===== src/rtl/connection_pkg.sv =====
`default_nettype none
// ============================================================================
//  Module   : connection_pkg
//  Purpose  : Shared constants and state encoding for the UART-driven Booth
//             multiplier demo (connection + uart_rx).
//  Contents : clock/baud constants, operand width, ASCII digit codes,
//             top-level FSM state enum.
//  Revision : 1.0 - initial release
// ============================================================================
package connection_pkg;

    localparam int CLK_FREQ     = 50_000_000;
    localparam int BAUD         = 9600;
    localparam int CLKS_PER_BIT = CLK_FREQ / BAUD;
    localparam int N            = 4;

    localparam logic [7:0] ASCII_ZERO = 8'h30;
    localparam logic [7:0] ASCII_ONE  = 8'h31;

    typedef enum logic [1:0] {
        COLLECT = 2'd0,
        COMPUTE = 2'd1,
        SEND    = 2'd2
    } state_t;

endpackage
`default_nettype wire


===== src/rtl/uart_rx.sv =====
`default_nettype none
// ============================================================================
//  Module   : uart_rx
//  Purpose  : 8N1 UART receiver with a 2-flop input synchronizer, start-bit
//             glitch rejection and framing-error drop.
//  Ports    : CLK     - system clock, rising edge
//             RST     - synchronous active-high reset
//             i_rx    - asynchronous serial input, idle high
//             o_data  - last received byte (valid with o_valid)
//             o_valid - one-clock pulse per correctly framed byte
//  Revision : 1.0 - initial release
// ============================================================================
module uart_rx #(
    parameter int CLKS_PER_BIT = 5208
) (
    input  logic       CLK,
    input  logic       RST,
    input  logic       i_rx,
    output logic [7:0] o_data,
    output logic       o_valid
);

    localparam int c_CW = $clog2(CLKS_PER_BIT + 1);
    localparam logic [c_CW-1:0] c_HALF_LAST = c_CW'(CLKS_PER_BIT / 2 - 1);
    localparam logic [c_CW-1:0] c_BIT_LAST  = c_CW'(CLKS_PER_BIT - 1);

    typedef enum logic [1:0] {
        RX_IDLE  = 2'd0,
        RX_START = 2'd1,
        RX_DATA  = 2'd2,
        RX_STOP  = 2'd3
    } rx_state_t;

    rx_state_t       r_state, w_state_next;
    logic            r_sync1, r_sync2, r_prev;
    logic [c_CW-1:0] r_cnt, w_cnt_next;
    logic [2:0]      r_bit, w_bit_next;
    logic [7:0]      r_shift, w_shift_next;
    logic            r_valid, w_valid_next;

    always_ff @(posedge CLK) begin
        if (RST) begin
            // Synchronizer resets to the idle level so no false edge is seen.
            r_sync1 <= 1'b1;
            r_sync2 <= 1'b1;
            r_prev  <= 1'b1;
            r_state <= RX_IDLE;
            r_cnt   <= '0;
            r_bit   <= '0;
            r_shift <= '0;
            r_valid <= 1'b0;
        end else begin
            r_sync1 <= i_rx;
            r_sync2 <= r_sync1;
            r_prev  <= r_sync2;
            r_state <= w_state_next;
            r_cnt   <= w_cnt_next;
            r_bit   <= w_bit_next;
            r_shift <= w_shift_next;
            r_valid <= w_valid_next;
        end
    end

    always_comb begin
        w_state_next = r_state;
        w_cnt_next   = r_cnt;
        w_bit_next   = r_bit;
        w_shift_next = r_shift;
        w_valid_next = 1'b0;
        case (r_state)
            RX_IDLE: begin
                w_cnt_next = '0;
                // Edge-triggered so a line held low after a framing error
                // does not retrigger.
                if (r_prev && !r_sync2) begin
                    w_state_next = RX_START;
                end
            end
            RX_START: begin
                if (r_cnt == c_HALF_LAST) begin
                    w_cnt_next = '0;
                    w_bit_next = '0;
                    w_state_next = r_sync2 ? RX_IDLE : RX_DATA;
                end else begin
                    w_cnt_next = r_cnt + 1'b1;
                end
            end
            RX_DATA: begin
                if (r_cnt == c_BIT_LAST) begin
                    w_cnt_next   = '0;
                    w_shift_next = {r_sync2, r_shift[7:1]};
                    if (r_bit == 3'd7) begin
                        w_state_next = RX_STOP;
                    end else begin
                        w_bit_next = r_bit + 1'b1;
                    end
                end else begin
                    w_cnt_next = r_cnt + 1'b1;
                end
            end
            RX_STOP: begin
                if (r_cnt == c_BIT_LAST) begin
                    w_cnt_next   = '0;
                    w_state_next = RX_IDLE;
                    w_valid_next = r_sync2;
                end else begin
                    w_cnt_next = r_cnt + 1'b1;
                end
            end
            default: w_state_next = RX_IDLE;
        endcase
    end

    assign o_data  = r_shift;
    assign o_valid = r_valid;

endmodule
`default_nettype wire


===== src/rtl/connection.sv =====
`default_nettype none
// ============================================================================
//  Module   : connection
//  Purpose  : UART Booth multiplier demo. Collects 2N ASCII '0'/'1' digits
//             (A then B, MSB first), multiplies them as signed N-bit values
//             with radix-2 Booth, and transmits the 2N-bit product as ASCII
//             '0'/'1' characters, MSB first.
//  Ports    : CLK    - system clock, rising edge
//             RST    - synchronous active-high reset
//             RX_IN  - UART receive line, idle high
//             TX_OUT - UART transmit line, idle high
//  Revision : 1.0 - initial release
// ============================================================================
module connection #(
    parameter int CLK_FREQ     = connection_pkg::CLK_FREQ,
    parameter int BAUD         = connection_pkg::BAUD,
    parameter int CLKS_PER_BIT = CLK_FREQ / BAUD
) (
    input  logic CLK,
    input  logic RST,
    input  logic RX_IN,
    output logic TX_OUT
);

    import connection_pkg::N;
    import connection_pkg::ASCII_ZERO;
    import connection_pkg::ASCII_ONE;
    import connection_pkg::state_t;
    import connection_pkg::COLLECT;
    import connection_pkg::COMPUTE;
    import connection_pkg::SEND;

    localparam int c_DCW = $clog2(2 * N + 1);
    localparam int c_ITW = $clog2(N);
    localparam int c_BYW = $clog2(2 * N);
    localparam int c_TCW = $clog2(CLKS_PER_BIT + 1);

    localparam logic [c_TCW-1:0] c_BIT_LAST   = c_TCW'(CLKS_PER_BIT - 1);
    localparam logic [c_DCW-1:0] c_LAST_DIGIT = c_DCW'(2 * N - 1);
    localparam logic [c_DCW-1:0] c_A_DIGITS   = c_DCW'(N);
    localparam logic [c_ITW-1:0] c_LAST_ITER  = c_ITW'(N - 1);
    localparam logic [c_BYW-1:0] c_LAST_BYTE  = c_BYW'(2 * N - 1);
    localparam logic [3:0]       c_STOP_IDX   = 4'd9;

    // ------------------------------------------------------------------
    // Receiver
    // ------------------------------------------------------------------
    logic [7:0] w_rx_data;
    logic       w_rx_valid;

    uart_rx #(
        .CLKS_PER_BIT (CLKS_PER_BIT)
    ) u_uart_rx (
        .CLK     (CLK),
        .RST     (RST),
        .i_rx    (RX_IN),
        .o_data  (w_rx_data),
        .o_valid (w_rx_valid)
    );

    // ------------------------------------------------------------------
    // State and datapath registers
    // ------------------------------------------------------------------
    state_t           r_state, w_state_next;
    logic [c_DCW-1:0] r_digit_cnt;
    logic [N-1:0]     r_a, r_b;
    logic [N:0]       r_acc, r_m;
    logic [N-1:0]     r_q;
    logic             r_qm1;
    logic [c_ITW-1:0] r_iter;
    logic [2*N-1:0]   r_product;
    logic             r_tx;
    logic [c_TCW-1:0] r_tx_cnt;
    logic [3:0]       r_tx_bit;
    logic [c_BYW-1:0] r_tx_byte;

    // ------------------------------------------------------------------
    // Digit decode: anything other than '0'/'1' is ignored. Bytes that
    // arrive outside COLLECT are dropped here, not in the receiver, so
    // the receiver stays frame-aligned.
    // ------------------------------------------------------------------
    logic w_is_digit, w_digit, w_take_digit, w_last_digit;

    assign w_is_digit   = w_rx_valid && ((w_rx_data == ASCII_ZERO) || (w_rx_data == ASCII_ONE));
    assign w_digit      = (w_rx_data == ASCII_ONE);
    assign w_take_digit = (r_state == COLLECT) && w_is_digit;
    assign w_last_digit = w_take_digit && (r_digit_cnt == c_LAST_DIGIT);

    // ------------------------------------------------------------------
    // Booth step: add/subtract M by {Q[0], q_-1}, then arithmetic shift
    // of {acc, Q, q_-1}. acc is N+1 bits so M = -2^(N-1) cannot overflow.
    // ------------------------------------------------------------------
    logic [N:0]   w_sum, w_acc_sh;
    logic [N-1:0] w_q_sh;
    logic         w_last_iter;

    always_comb begin
        w_sum = r_acc;
        case ({r_q[0], r_qm1})
            2'b01:   w_sum = r_acc + r_m;
            2'b10:   w_sum = r_acc - r_m;
            default: w_sum = r_acc;
        endcase
    end

    assign w_acc_sh    = {w_sum[N], w_sum[N:1]};
    assign w_q_sh      = {w_sum[0], r_q[N-1:1]};
    assign w_last_iter = (r_state == COMPUTE) && (r_iter == c_LAST_ITER);

    // ------------------------------------------------------------------
    // Transmit framing: frame bit 0 is start, 1..8 data LSB first, 9 stop.
    // ------------------------------------------------------------------
    logic             w_tx_bit_end, w_tx_done, w_tx_level;
    logic [c_BYW-1:0] w_prod_idx;
    logic [7:0]       w_tx_char;
    logic [9:0]       w_frame;

    assign w_tx_bit_end = (r_state == SEND) && (r_tx_cnt == c_BIT_LAST);
    assign w_tx_done    = w_tx_bit_end && (r_tx_bit == c_STOP_IDX) && (r_tx_byte == c_LAST_BYTE);
    assign w_prod_idx   = c_LAST_BYTE - r_tx_byte;
    assign w_tx_char    = r_product[w_prod_idx] ? ASCII_ONE : ASCII_ZERO;
    assign w_frame      = {1'b1, w_tx_char, 1'b0};
    assign w_tx_level   = w_frame[r_tx_bit];

    // ------------------------------------------------------------------
    // FSM
    // ------------------------------------------------------------------
    always_ff @(posedge CLK) begin
        if (RST) begin
            r_state <= COLLECT;
        end else begin
            r_state <= w_state_next;
        end
    end

    always_comb begin
        w_state_next = r_state;
        case (r_state)
            COLLECT: if (w_last_digit) w_state_next = COMPUTE;
            COMPUTE: if (w_last_iter)  w_state_next = SEND;
            SEND:    if (w_tx_done)    w_state_next = COLLECT;
            default: w_state_next = COLLECT;
        endcase
    end

    // ------------------------------------------------------------------
    // Datapath
    // ------------------------------------------------------------------
    always_ff @(posedge CLK) begin
        if (RST) begin
            r_digit_cnt <= '0;
            r_a         <= '0;
            r_b         <= '0;
            r_acc       <= '0;
            r_m         <= '0;
            r_q         <= '0;
            r_qm1       <= 1'b0;
            r_iter      <= '0;
            r_product   <= '0;
            r_tx        <= 1'b1;
            r_tx_cnt    <= '0;
            r_tx_bit    <= '0;
            r_tx_byte   <= '0;
        end else begin
            if (w_take_digit) begin
                if (r_digit_cnt < c_A_DIGITS) begin
                    r_a <= {r_a[N-2:0], w_digit};
                end else begin
                    r_b <= {r_b[N-2:0], w_digit};
                end
                r_digit_cnt <= r_digit_cnt + 1'b1;
            end

            // Booth init uses the final multiplier digit directly.
            if (w_last_digit) begin
                r_acc  <= '0;
                r_q    <= {r_b[N-2:0], w_digit};
                r_qm1  <= 1'b0;
                r_m    <= {r_a[N-1], r_a};
                r_iter <= '0;
            end

            if (r_state == COMPUTE) begin
                r_acc  <= w_acc_sh;
                r_q    <= w_q_sh;
                r_qm1  <= r_q[0];
                r_iter <= r_iter + 1'b1;
                if (w_last_iter) begin
                    r_product <= {w_acc_sh[N-1:0], w_q_sh};
                    r_tx_cnt  <= '0;
                    r_tx_bit  <= '0;
                    r_tx_byte <= '0;
                end
            end

            if (r_state == SEND) begin
                r_tx <= w_tx_level;
                if (w_tx_bit_end) begin
                    r_tx_cnt <= '0;
                    if (r_tx_bit == c_STOP_IDX) begin
                        r_tx_bit  <= '0;
                        r_tx_byte <= r_tx_byte + 1'b1;
                    end else begin
                        r_tx_bit <= r_tx_bit + 1'b1;
                    end
                end else begin
                    r_tx_cnt <= r_tx_cnt + 1'b1;
                end
                if (w_tx_done) begin
                    r_digit_cnt <= '0;
                end
            end else begin
                r_tx <= 1'b1;
            end
        end
    end

    assign TX_OUT = r_tx;

endmodule
`default_nettype wire


===== config.mk =====
export PLATFORM = sky130hd
export DESIGN_NAME = connection
export DESIGN_NICKNAME = d
export VERILOG_FILES = /design/src/rtl/connection_pkg.sv /design/src/rtl/uart_rx.sv /design/src/rtl/connection.sv
export SDC_FILE = /design/constraint.sdc
export NUM_CORES = 1
export LEC_CHECK = 0
export ABC_AREA = 1
export BUFFER_PORTS_ARGS = -buffer_cell sky130_fd_sc_hd__buf_2
export CORE_ASPECT_RATIO = 0.75
export CORE_UTILIZATION = 45
export CTS_BUF_LIST = sky130_fd_sc_hd__clkbuf_2 sky130_fd_sc_hd__clkbuf_4 sky130_fd_sc_hd__clkbuf_8
export DETAILED_ROUTE_END_ITERATION = 6
export SKIP_LAST_GASP = 1
export SYNTH_ARGS = -nofsm -noshare
export SYNTH_HDL_FRONTEND = slang
export SYNTH_SLANG_ARGS = --single-unit

===== constraint.sdc =====
create_clock -name CLK -period 3 [get_ports CLK]
set_input_delay 0 -clock CLK [delete_from_list [all_inputs] [get_ports CLK]]
set_output_delay 0 -clock CLK [all_outputs]
set_load 0.01 [all_outputs]

==> flow_summary_export.csv <==
group,metric,value,unit
status,status,"completed",
die,start_util,0.473,
timing,finalSetupViolCount,0,
timing,clock_skew,0.00696,ns
grt,groute.usage.overall,0.197,
timing,finalSetupTns,0,ns
grt,met1_usage,0.274,
power_and_ir_drop,powerDensity,452,nW/um2
die,io_pins,4,
min_path,holdPathStages,2,
die,rows,30,
power_and_ir_drop,p_clk_frac,0.406,
routing,totalWireLength,8950,um
routing,ant_nets,0,
routing,vias,3680,
setup_path,r2r_end,"r_product[7]",
cells_and_area,nets,639,
logic_synthesis,async_flop_share,0,
grt,grt_overflow_total,0,
cts,cts_max_path_buffers,2,
grt,grt_max_degree,34,
logic_synthesis,synth-edff-count,0,
timing,max_clock_freq,437,MHz
cts,path_clk_slew,0.09,ns
cts,tritoncts,"yes",
routing,wl_per_cell,11.9,um
die,core-area,9200,um2
power_and_ir_drop,intPower,0.00165,W
timing,fin_crit_sh,0.763,
min_path,hold_start,"RST",
timing,tightest_slew,0.710,ns
run,max_cap_violations,0,
cts,h-tree-depth,3,
min_path,worstHoldPathType,"in -> reg",
grt,grt_pass1_wl,15600,um
logic_synthesis,synth_common_cells,"nand2_1, dfxtp_1, inv_1",
logic_synthesis,synth_top_area_share,0.400,
cts,cts_sinks,87,
min_path,holdPathEnd,"u_uart_rx.r_bit[1]",
timing,hold_viol_final,0,
cts,worstSkewPairLatency,0.35,ns
timing,report.final.slew_viol_count,0,
grt,grt_busiest_layer,"met2",
setup_path,endpoint_kind,"flip-flop",
timing,layout_min_cycle_time,2.29,ns
cells_and_area,diodes,0,
logic_synthesis,ys_ff_latch,87,
power_and_ir_drop,switching_power,0.000474,W
logic_synthesis,yosysWarnings,0,
setup_path,regToRegStartpoint,"r_qm1",
cts,cts_buffers,9,
routing,drc,0,
cells_and_area,syn2layout_area_growth,8.23,%
cts,cts_resized,0,
die,die_h,87.1,um
grt,grtUsageMet3,0.0438,
cells_and_area,drive_gt1_frac,0.0741,
timing,slew_headroom,0.527,
logic_synthesis,synth_area,4350,um2
setup_path,ff2ff_setup_slack,0.71,ns
setup_path,crit_arrival,2.54,ns
logic_synthesis,synth_area_leaders,"dfxtp_1, nand2_1, inv_1",
placed_design,place.port_buffers,3,
setup_path,crit_fanout,7,
setup_path,cp-start-kind,"flip-flop",
cells_and_area,fill_cells,916,
grt,grt_pass1_vias,3424,
placed_design,place_hpwl,6370,um
setup_path,reg2regPathDepth,14,
logic_synthesis,synth_cell_types,41,
cts,cts_root_buf,"clkbuf_8",
die,fp.dieW,116,um
logic_synthesis,synthCells,611,
power_and_ir_drop,ir_drop,0.311,mV
cts,post_cts_buffers,0,
power_and_ir_drop,p_sw_frac,0.223,
power_and_ir_drop,finalPower,0.00213,W
logic_synthesis,synth_nets,634,
setup_path,cp_data_required_time,3.25,ns
logic_synthesis,ys.flop_type,"dfxtp_1",
power_and_ir_drop,comb_power_share,0.041,
routing,routed_via_density,4.91,
power_and_ir_drop,leakagePower,1.86,nW
routing,first_pass_iters,5,
placed_design,place_congestion,0.892,
timing,rsz0062_at_grt,"no",
logic_synthesis,yosysSeqAreaShare,0.400,
setup_path,crit_type,"reg -> reg",
grt,antenna_found_initial,0,
die,dieArea,10100,um2
logic_synthesis,synth_largest_area_cell,"dfxtp_1",
power_and_ir_drop,seq_power_share,0.553,
logic_synthesis,yosysMostFrequentCell,"nand2_1",
grt,grt_use_met2,0.306,
routing,drtIter0Drc,294,
logic_synthesis,avgSynthCellArea,7.12,um2
[layer usage]
layer	wire length (um)	vias to the layer above
li1	-	1977
met1	4930	1661
met2	3770	36
met3	193	6
met4	51	0
met5	0	-
[worst max-delay path, cell delays in order, from the launching register on]
cell     delay [ns]
dfxtp_1        0.34
inv_1          0.05
ha_1           0.26
a31oi_1        0.25
xor2_1         0.17
inv_1          0.06
ha_1           0.32
a21oi_1        0.20
nand2_1        0.07
nand3_1        0.09
nand3_1        0.08
nand2_1        0.07
nand2_1        0.06
o21ai_0        0.14
inv_1          0.05
[how the worst max path moves through the flow]
| stage | from | to | slack, ns | cells past startpoint |
|---|---|---|---|---|
| floorplan | r_qm1 | r_product[7] | 0.99 | 14 |
| global placement | r_qm1 | r_product[7] | 0.86 | 14 |
| detailed placement | r_qm1 | r_product[7] | 0.74 | 14 |
| CTS | r_qm1 | r_product[7] | 0.74 | 14 |
| global route | r_m[1] | r_acc[2] | 0.51 | 12 |
| finish | r_qm1 | r_product[7] | 0.71 | 14 |
[repair_timing]
item                       CTS  global route
hold endpoints to repair     1             0
hold buffers                 1             0
setup endpoints to repair    0             0
[sequential cells by signal (all words and copies together), names as in the netlist, 2 cells and up, named ones only]
register,flops
r_acc,4
r_q,4
r_iter,2
r_m,4
u_uart_rx.o_data,8
r_a,4
u_uart_rx.r_bit,3
r_b,3
r_digit_cnt,4
r_state,2
r_tx_byte,3
r_tx_bit,4
u_uart_rx.r_cnt,13
r_tx_cnt,13
r_product,8
[cells by family (layout without fill, tap and decap cells)]
family          Yosys count  after routing  share of synthesized area
compound gates          107            107                      0.132
xor+xnor                 15             15                     0.0302
fa+ha+maj                20             20                     0.0593
buf+inv                  96            106                     0.0857
flops                    87             87                      0.400
simple gates            286            286                      0.293
[area by class of cell]
type	count	area, um2	share of cell area
Sequential cell	87	1740	0.370
Inverter	84	318	0.0675
Timing Repair Buffer	6	40.0	0.00851
Clock inverter	3	40.0	0.00851
Tap cell	128	160	0.0340
Clock buffer	13	173	0.0367
Multi-Input combinational cell	428	2230	0.475
[metrics by stage]
| step | cell area (um2) | instances | worst slack (ns) | hold slack (ns) | utilization |
|---|---|---|---|---|---|
| floorplan | 4350 | 611 | 0.989 | 0.104 | - |
| finish | 4710 | 749 | 0.710 | 0.191 | 0.512 |
| CTS | 4710 | 749 | 0.736 | 0.177 | 0.512 |
| global placement | 4480 | 732 | 0.863 | 0.183 | 0.488 |
| detailed placement | 4480 | 732 | 0.745 | 0.184 | 0.488 |
| global route | 4710 | 749 | 0.511 | 0.196 | 0.512 |
[power by group through the flow]
stage	clock network, W	registers, W	logic (W)
after global placement	0	0.00120	0.0000844
after global routing	0.000938	0.00118	0.0000998
after floorplan	0	0.00120	0.0000679
final	0.000862	0.00118	0.0000873
after CTS	0.000887	0.00118	0.0000874
after detailed placement	0	0.00120	0.0000861
[layout by cell type, fill, tap and decap left out, types with 8 or more instances in the layout]
| cell type | netlist | layout |
|---|---|---|
| inv_1 | 80 | 80 |
| dfxtp_1 | 87 | 87 |
| xor2_1 | 13 | 13 |
| clkbuf_8 | 0 | 12 |
| o21ai_0 | 44 | 44 |
| nand4_1 | 11 | 11 |
| nor3_1 | 8 | 8 |
| a21oi_1 | 50 | 50 |
| nand2_1 | 127 | 127 |
| nor2_1 | 79 | 79 |
| ha_1 | 19 | 19 |
| nand3_1 | 33 | 33 |
No activity file was read; power rests on OpenSTA's default activity.
